==> config.mk <==
export PLATFORM = sky130hd
export DESIGN_NAME = dvsd_pd_evt
export DESIGN_NICKNAME = d
export VERILOG_FILES = /design/src/rtl/dvsd_pd_evt.sv
export SDC_FILE = /design/constraint.sdc
export NUM_CORES = 1
export LEC_CHECK = 0
export CAP_MARGIN = 40
export CORE_AREA = 2 2 44 77
export DETAILED_ROUTE_END_ITERATION = 10
export DIE_AREA = 0 0 46 79
export PLACE_DENSITY = 0.71
export SLEW_MARGIN = 20
export SYNTH_ARGS = -nofsm -noshare
export SYNTH_HDL_FRONTEND = slang
export SYNTH_SLANG_ARGS = --single-unit
==> constraint.sdc <==
create_clock -name clk -period 2.3 [get_ports clk]
set_input_delay 0.69 -clock clk [delete_from_list [all_inputs] [get_ports clk]]
set_output_delay 0.69 -clock clk [all_outputs]
set_load 0.02 [all_outputs]
==> src/rtl/dvsd_pd_evt.sv <==
// Consumer-side decoder for the dvsd_pe priority-encoder interface: stability-filtered
// event capture into a sticky pending register, drained highest-index first over valid/ready.
module dvsd_pd_evt #(
  parameter int unsigned STABLE_CYCLES = 2
) (
  input  logic       clk,
  input  logic       reset,
  input  logic       en,
  input  logic [2:0] in_code,
  input  logic       in_gs,
  input  logic       in_eno,
  output logic [7:0] out_onehot,
  output logic [7:0] pend,
  output logic       ovf,
  output logic       idle_seen,
  output logic       evt_valid,
  output logic [2:0] evt_code,
  input  logic       evt_ready
);

  localparam logic [3:0] StableCnt = 4'(STABLE_CYCLES);

  typedef enum logic {StIdle, StPresent} state_e;

  state_e     state_q, state_d;
  logic [2:0] s_code_q, s_code_d;
  logic [3:0] run_q, run_d;
  logic [7:0] onehot_q, onehot_d;
  logic [7:0] pend_q, pend_d;
  logic       ovf_q, ovf_d;
  logic       idle_q, idle_d;
  logic       valid_q, valid_d;
  logic [2:0] code_q, code_d;

  logic       req;
  logic       run_start;
  logic       accept;
  logic       clr;
  logic [2:0] hi_idx;

  // Stability filter: a code change restarts the run at 1, so acceptance fires only when the
  // run first reaches StableCnt (or on the restart edge itself when StableCnt is 1).
  always_comb begin
    req       = en & in_gs;
    run_start = req & ((run_q == 4'd0) | (in_code != s_code_q));
    if (!req) begin
      run_d = 4'd0;
    end else if (run_start) begin
      run_d = 4'd1;
    end else if (run_q >= StableCnt) begin
      run_d = StableCnt;
    end else begin
      run_d = run_q + 4'd1;
    end
    accept   = req & (run_d == StableCnt) & (run_start | (run_q != StableCnt));
    s_code_d = in_code;
    onehot_d = req ? (8'b1 << in_code) : 8'h00;
    idle_d   = en & in_eno & ~in_gs;
  end

  always_comb begin
    hi_idx = 3'd0;
    for (int i = 0; i < 8; i++) begin
      if (pend_q[i]) hi_idx = 3'(i);
    end
  end

  // Clear is applied before set so a same-index accept on the handshake edge keeps the bit.
  always_comb begin
    clr    = (state_q == StPresent) & evt_ready;
    pend_d = pend_q;
    ovf_d  = ovf_q;
    if (clr) pend_d[code_q] = 1'b0;
    if (accept) begin
      if (pend_q[in_code] && !(clr && (code_q == in_code))) ovf_d = 1'b1;
      pend_d[in_code] = 1'b1;
    end
  end

  always_comb begin
    state_d = state_q;
    valid_d = valid_q;
    code_d  = code_q;
    unique case (state_q)
      StIdle: begin
        if (pend_q != 8'h00) begin
          state_d = StPresent;
          valid_d = 1'b1;
          code_d  = hi_idx;
        end
      end
      StPresent: begin
        if (evt_ready) begin
          state_d = StIdle;
          valid_d = 1'b0;
        end
      end
      default: begin
        state_d = StIdle;
        valid_d = 1'b0;
      end
    endcase
  end

  always_ff @(posedge clk) begin
    if (reset) begin
      state_q  <= StIdle;
      s_code_q <= 3'd0;
      run_q    <= 4'd0;
      onehot_q <= 8'h00;
      pend_q   <= 8'h00;
      ovf_q    <= 1'b0;
      idle_q   <= 1'b0;
      valid_q  <= 1'b0;
      code_q   <= 3'd0;
    end else begin
      state_q  <= state_d;
      s_code_q <= s_code_d;
      run_q    <= run_d;
      onehot_q <= onehot_d;
      pend_q   <= pend_d;
      ovf_q    <= ovf_d;
      idle_q   <= idle_d;
      valid_q  <= valid_d;
      code_q   <= code_d;
    end
  end

  assign out_onehot = onehot_q;
  assign pend       = pend_q;
  assign ovf        = ovf_q;
  assign idle_seen  = idle_q;
  assign evt_valid  = valid_q;
  assign evt_code   = code_q;

endmodule

==> results of run 1 <==
==> synth_stat cells (2+ instances only) <==
library cell / instances / area share
dfxtp_1: 30 / 0.46
nor2_1: 12 / 0.034
inv_1: 6 / 0.017
a21oi_1: 5 / 0.019
o211ai_1: 5 / 0.029
nand2_1: 4 / 0.011
nor2b_1: 4 / 0.019
nor3_1: 4 / 0.015
o21ai_1: 4 / 0.015
xor2_1: 4 / 0.027
ha_1: 3 / 0.029
mux2_1: 3 / 0.026
nand2b_1: 3 / 0.014
nor4_1: 3 / 0.014
nand3b_1: 2 / 0.011
o21a_1: 2 / 0.011
o21ai_0: 2 / 0.0076
o311ai_0: 2 / 0.013
o32ai_1: 2 / 0.013
or2_2: 2 / 0.0096
==> metal layers <==
metal,global-route usage,vias up,routed length (um)
met5,0,-,0
met4,0.106,0,115
met3,0.0545,15,179
met2,0.382,52,1910
met1,0.235,589,1340
li1,-,566,-
==> flip-flops by register name, indices dropped and copies added, names as in the netlist <==
name        flops
evt_code        3
evt_valid       1
idle_seen       1
out_onehot      8
ovf             1
pend            8
run_q           4
s_code_q        3
state_q         1
==> cell families after synthesis <==
family	Yosys count
adders and majority gates	3
AOI/OAI and AO/OA	33
muxes	3
xor gates and xnor gates	6
buffers and inverters	10
DFF	30
other	1
and+or+nand+nor	46
==> worst paths after layout <==
kind | slack (ns) | to | cells after the start
hold reg to reg | 0.48 | ovf | 1
hold / removal | 0.48 | ovf | 1
setup / recovery | 0.15 | evt_code[1] | 1
setup reg to reg | 0.71 | pend[4] | 6
==> metrics by stage <==
stage | total power [mW] | hold slack, ns | std cells | util | instance area (um^2)
3_5_place_dp | 0.645 | 0.472 | 199 | 0.562 | 1710
2_1_floorplan | 0.599 | 0.543 | 132 | - | 1310
6_report | 1.15 | 0.484 | 207 | 0.598 | 1820
4_1_cts | 1.16 | 0.486 | 207 | 0.598 | 1820
3_3_place_gp | 0.643 | 0.457 | 199 | 0.562 | 1710
5_1_grt | 1.19 | 0.505 | 207 | 0.598 | 1820
==> area by class of cell <==
type / count / area [um^2]
repair buffers: 42 / 390
clock inverters: 3 / 40.0
inverters: 6 / 22.5
multi-input cells: 92 / 658
clock buffers: 5 / 68.8
well taps: 29 / 36.3
flip-flops and latches: 30 / 601
fillers: 275 / 1220
==> report_power, final <==
group	leakage (nW)	switching (mW)	internal (mW)	total, mW
clock network	0.0579	0.198	0.318	0.516
logic	0.404	0.0513	0.0490	0.100
registers	0.243	0.00617	0.528	0.534
total	0.705	0.255	0.895	1.15
==> impl.org, run 1 <==
** Flow run
- Number of violations of the max-capacitance limit :: 0

** Timing
- Dividing the final minimum period by the clock period gives 0.933.
- Number of slew-limit violations in the final report :: 0
- Number of hold-slack violations in the final timing report :: 0
- Setup slack closes at 0.154 ns.
- Clock skew after layout :: approximately 0.006 ns
- Setup Total Neg Slack :: 0 ns
- For this run, the top clock speed supported by timing is 0.466 GHz.
- Setup violations remaining at the end of the flow were counted as 0.
- Final critical path time including I/O delays and setup :: approximately 2.1 ns
- Setup repair after global routing missed its margin :: no

** Floorplan
- The total area inside the core boundary comes to 3040 um^2.
- The floorplan step set the die width to approximately 46 um.
- Rows :: 27
- Die height :: just under 80 um
- Die Outline Area :: between 3000 and 4000 um^2
- Initial standard-cell utilization of the core :: 0.430
- In this run the count of I/O pins placed on the die edge is 31.

** Synth
- In this run, synthesis inferred 0 flip-flops with an integrated enable.
- Counting every instance in the synthesized netlist gives roughly 130.
- The mapped netlist covers around 1300 um^2.
- Fraction of the mapped netlist area in compound gates :: 0.180
- Yosys mapped the design onto 50 distinct sky130hd cell types.
- In this run, synthesis produced a sequential element count of 30.
- Of the total synthesized cell area, the portion taken by full adders, half adders and majority gates is 0.0287.
- For this run, the number of Yosys warnings is 0.
- The number of nets in the synthesized netlist is around 140.
- Share of the synthesized netlist area taken by xor and xnor gates :: 0.0459
- Largest family of logic cells by synthesized area :: simple AND/OR/NAND/NOR gates
- For this run, the leading register cell type out of synthesis is dfxtp_1.
- Synthesized-area fraction occupied by and/or/nand/nor cells :: 0.220
- After synthesis, the share of flip-flops with an asynchronous set or reset is 0.
- Sequential-to-total area share from yosys stat :: 0.459
- Multiplexer share of the synthesized area :: 0.0258
- Avg Synthesized Cell Area :: a little under 10 um^2

** Critical path
- CP Class :: flip-flop to output port
- STA puts the critical path data arrival time at between 1 and 1.5 ns.
- Cells along the critical path :: clkdlybuf4s50_1
- The largest single stage delay on the critical path is between 0.6 and 0.7 ns.
- Along the worst path, the maximum fanout reaches 8.
- Required @ worst endpoint :: between 1.5 and 2 ns
- Together, buffers and inverters on the worst path number 1.
- STA classifies the critical path startpoint as a flip-flop.
- The worst setup path is captured at an output port.
- CP startpoint :: evt_code[1]
- Crit Reg-Reg Startpoint :: run_q[0]
- Kind of cell adding the most delay to the critical path :: buffers and inverters
- The largest individual stage delay along the critical path comes from the cell clkdlybuf4s50_1.

** Routing
- In the final routed layout, each cell accounts on average for 17.1 um.
- Post-route DRC violation count :: 0
- In the routed layout, each cell is associated on average with a via count of between 5 and 6.
- In this run the remaining antenna-violating nets after routing total 0.
- The first detailed-routing pass ran for 4 iterations.
- Vias after detailed routing :: around 1200
- Detailed-route wire length :: 3550 um
- For this block, the initial DRC count from the detailed router was 47.

** Global route
- For this run, the total global-route usage over all layers was measured as 0.221.
- The first global-routing pass estimated roughly 5800 um of wire.
- The total overflow left after global routing is 0.
- The number of global-route vias before repair was 1231.
- Maximum number of pins on one net before global-route repair :: 11
- The number of antenna violations at the first check in global routing was 0.

** Finish
- At the end of the flow, the number of nets in the layout was approximately 190.
- Layout-stage area growth over the synthesis result :: 38.8%
- Most used cells in the layout excluding fill and tap cells :: dfxtp_1, clkdlybuf4s50_1, nor2_1, buf_4, inv_1
- Layout cell share with drive strength beyond 1 :: 0.157
- Diodes inserted :: 0

** Clock tree
- Gates resized during post-CTS repair numbered 0.
- Hold repair after CTS inserted 0 buffers.
- After clock tree synthesis, the setup repair step added 0 buffers.
- CTS clk-pin slew, worst paths :: around 0.06 ns
- No sink is reached through more buffers than the 2 on the longest clock path.
- Max H-tree Level :: 2
- The root buffer cell chosen for the clock tree is clkbuf_8.
- Num CTS Buffers :: 5
- CTS tree :: done
- Clock insertion delay at the later pin of the skew report :: 0.28 ns
- For this design, the sink count on the clock tree is 30.

** Hold path
- The worst hold path begins at ovf.
- The path class of the tightest hold or removal check is flip-flop to flip-flop.

** Power and ir drop
- Pwr per Cell Area :: around 630 nW/um^2
- The worst-case IR drop observed on VDD is about 0.50 mV.
- Summed over all cells, the static leakage comes to just over 0.7 nW.

** Placed design
- Timing analysis after detailed placement gives a worst setup slack of -0.0729 ns.
- Port bufs :: 30
- Once detailed placement completed, the half-perimeter wirelength came to 2700 um.
- The congestion estimate from routability-driven global placement came to 0.914.

** Status
- Result of the run :: finished clean
Note: power is estimated with default switching activity, not from simulation.
==> run 2, diff against run 1 <==
--- a/config.mk
+++ b/config.mk
@@ -5,10 +5,11 @@
 export SDC_FILE = /design/constraint.sdc
 export NUM_CORES = 1
 export LEC_CHECK = 0
+export ABC_CLOCK_PERIOD_IN_PS = 1840
 export CAP_MARGIN = 40
-export CORE_AREA = 2 2 44 77
+export CORE_AREA = 2 2 45 78
 export DETAILED_ROUTE_END_ITERATION = 10
-export DIE_AREA = 0 0 46 79
+export DIE_AREA = 0 0 47 80
 export PLACE_DENSITY = 0.71
 export SLEW_MARGIN = 20
 export SYNTH_ARGS = -nofsm -noshare
==> constraint.sdc (replaced) <==
create_clock -name clk -period 1.84 [get_ports clk]
set_input_delay 0.552 -clock clk [delete_from_list [all_inputs] [get_ports clk]]
set_output_delay 0.552 -clock clk [all_outputs]
set_load 0.02 [all_outputs]
==> run 2 against run 1 <==
Flip-flop and latch count unchanged. Wire length increased by 10%. Core utilization increased by 4.4 points. Hold slack got worse by 0.0051 ns. Critical path depth unchanged. Clock skew decreased by 0.0029 ns. Count of clock-buffer cells in the layout increased by 1. First-iteration DRC count increased by 11%. Worst setup slack got worse by 0.11 ns. Register-to-register slack got worse by 0.58 ns. Critical endpoint is now pend[3].
==> impl.org, run 2 (synthesis results as in run 1) <==
** Clock tree
- Num CTS Buffers :: 5 (unchanged)
- CTS max path bufs :: 2 (unchanged)
- Clock tree root driver cell :: clkbuf_8
- Clock insertion delay at the later pin of the skew report :: 0.28 ns (about the same)
- Post-cts hold buffer count :: 0 (unchanged)
- The clock-pin slew on the worst setup and hold paths came to 0.06 ns (about the same).
- The total number of H-tree levels was 2 (unchanged).
- CTS tree :: done
- Number of clock sinks :: 30 (unchanged)

** Timing
- Crit path setup slack, layout :: 0.0439 ns (-0.110 ns)
- Static timing analysis puts the maximum clock frequency at between 0.5 and 0.6 GHz.
- Number of hold-slack violations in the final timing report :: 0 (unchanged)
- The worst clock skew was 0.00305 ns (-0.00292 ns).
- The max-slew violation count is 0 (unchanged).
- The minimum hold slack came to 0.479 ns (-0.00515 ns).
- Final worst path period share :: 0.976
- Relative slew margins :: 0.666
- Subtracting the final worst setup slack from the clock period gives roughly 1.8 ns.
- At the pin with the least slew margin, the transition time is 0.496 ns.
- Setup repair after global routing missed its margin :: yes
- The final count of negative-setup-slack endpoints came to 0 (unchanged).

** Flow run
- The max-cap check violation count was 0 (unchanged).

** Finish
- Layout-stage area growth over the synthesis result :: 52.4%
- The number of diodes added for antenna fixing is 0 (unchanged).
- Most common library cell in the layout ignoring fill and taps :: dfxtp_1
- Number of nets in the finished design :: 205 (+8.5%)
- The share of post-route cells with drive strength above 1 came to 0.232 (+0.0747).
- In the layout the commonest cells are dfxtp_1, buf_4, clkdlybuf4s50_1.

** Routing
- The via count of the routed design came to 1246 (+2.0%).
- Wire length per cell :: 16.5 um (-3.6%)
- The detailed-route wire length came to 3910 um (+10%).
- The number of DRC markers after the initial detailed-route iteration was 52 (+11%).
- The remaining number of nets flagged by the antenna check after routing was 0 (unchanged).
- Detailed-router iteration count before antenna repair :: 4 (unchanged)
- Post-route DRC violation count :: 0 (unchanged)
- Number of vias per cell after detailed routing :: 5.26 (-11%)

** Critical path
- The cell depth of the worst setup path was 1 (unchanged).
- Crit Reg-Reg Startpoint :: run_q[0]
- Cells along the critical path :: clkdlybuf4s50_1
- Startpoint Class :: flip-flop
- Slowest stage cell, crit path :: clkdlybuf4s50_1
- STA classifies the critical path endpoint as an output port.
- In this run the worst setup path begins at pend[3].
- FF-to-FF End :: pend[4]
- Largest stage delay on the critical path :: 0.63 ns (-0.04 ns)
- CP max FO :: 2 (-6)
- Kind of cell adding the most delay to the critical path :: buffers and inverters
- Critical Path End :: pend[3]
- The path depth of the worst reg2reg path was 6 (unchanged).
- The worst path arrival time is 1.24 ns (-0.22 ns).
- Register-to-register setup slack :: 0.13 ns (-0.58 ns)
- Count of buffer and inverter cells on the critical path :: 1 (unchanged)
- The endpoint required time on the critical path is 1.29 ns (-0.32 ns).
- CP Class :: flip-flop to output port

** Floorplan
- The starting density of the core was 0.421 (-0.00936).
- Rows :: 27 (unchanged)
- The horizontal extent of the die is 47 um (+2.2%).
- Total I/O pin count :: 31 (unchanged)
- Die height :: 80 um (+1.3%)
- Core Box Area :: 3110 um^2 (+2.2%)
- The floorplan die area came to 3760 um^2 (+3.5%).

** Placed design
- Post-placement setup slack :: -0.426 ns (-0.353 ns)
- The quantity of I/O buffers inserted on ports was 30 (unchanged).
- RePlAce Congestion :: 0.932 (+1.9%)
- The half-perimeter wire length after detailed placement was 2980 um (+11%).

** Hold path
- The tightest min-delay check is of the flip-flop to flip-flop type.

** Power and ir drop
- Max VDD drop :: 0.739 mV (+48%)
- Leakage power total :: 0.865 nW (+23%)
- The sum of internal, switching and leakage power is 1.64 mW (+42%).
- The power per cell area came to 820 nW/um^2 (+30%).

** Global route
- The wire length of the first global-routing pass came to 6060 um (+4.8%).
- The number of global-route vias before repair came to 1248 (+1.4%).
- Maximum number of pins on one net before global-route repair :: 11 (unchanged)
- Total gr overflow :: 0 (unchanged)
- All-layer global routing usage :: 0.232 (+0.0106)
- The number of antenna violations at the first check in global routing is 0 (unchanged).

** Status
- Result of the run :: finished clean
[run 2: cell type report]
cell class | instances | area (um^2)
Clock inverter | 2 | 60.1
Inverter | 6 | 22.5
Sequential cell | 30 | 601
Tap cell | 43 | 53.8
Timing Repair Buffer | 58 | 512
Multi-Input combinational cell | 92 | 663
Clock buffer | 6 | 82.6
Fill cell | 258 | 1110
[run 2: power by group]
part | switching [mW] | leakage (nW) | internal [mW]
clock | 0.253 | 0.0714 | 0.577
combinational | 0.0696 | 0.550 | 0.0690
sequential | 0.00681 | 0.243 | 0.660
[run 2: timing repair]
| item | CTS | global route |
|---|---|---|
| endpoints found under the setup margin | 14 | 6 |
| pin swaps | 1 | 1 |
| gates resized for setup | 5 | 4 |
| setup buffers | 0 | 0 |
| endpoints found under the hold margin | 0 | 0 |
[run 2: worst min path at each step]
| stage | startpoint | end | slack (ns) | cells past startpoint |
|---|---|---|---|---|
| finish | evt_valid | evt_valid | 0.48 | 1 |
| global route | evt_valid | evt_valid | 0.49 | 1 |
| CTS | evt_valid | evt_valid | 0.48 | 1 |
| detailed placement | evt_valid | evt_valid | 0.46 | 1 |
| global placement | evt_valid | evt_valid | 0.45 | 1 |
| floorplan | run_q[2] | run_q[1] | 0.54 | 2 |
[run 2: per-layer routing]
metal / vias up / track usage / part of all wire
li1: 595 / - / -
met5: - / 0 / 0
met1: 585 / 0.234 / 0.37
met2: 49 / 0.388 / 0.54
met4: 0 / 0.164 / 0.049
met3: 17 / 0.0543 / 0.047
[run 2: metrics by stage]
| step | std cells | TNS [ns] | util | instance area (um^2) |
|---|---|---|---|---|
| finish | 237 | 0 | 0.642 | 1990 |
| global route | 237 | -0.00428 | 0.642 | 1990 |
| CTS | 237 | 0 | 0.638 | 1980 |
| detailed placement | 229 | -4.88 | 0.594 | 1850 |
| global placement | 229 | -3.82 | 0.594 | 1850 |
| floorplan | 132 | 0 | - | 1310 |
==> run 3, diff against run 2 <==
--- a/config.mk
+++ b/config.mk
@@ -5,7 +5,6 @@
 export SDC_FILE = /design/constraint.sdc
 export NUM_CORES = 1
 export LEC_CHECK = 0
-export ABC_CLOCK_PERIOD_IN_PS = 1840
 export CAP_MARGIN = 40
 export CORE_AREA = 2 2 45 78
 export DETAILED_ROUTE_END_ITERATION = 10
==> results of run 3 <==
No change in the layout: final DEF, timing and power equal those of run 2.
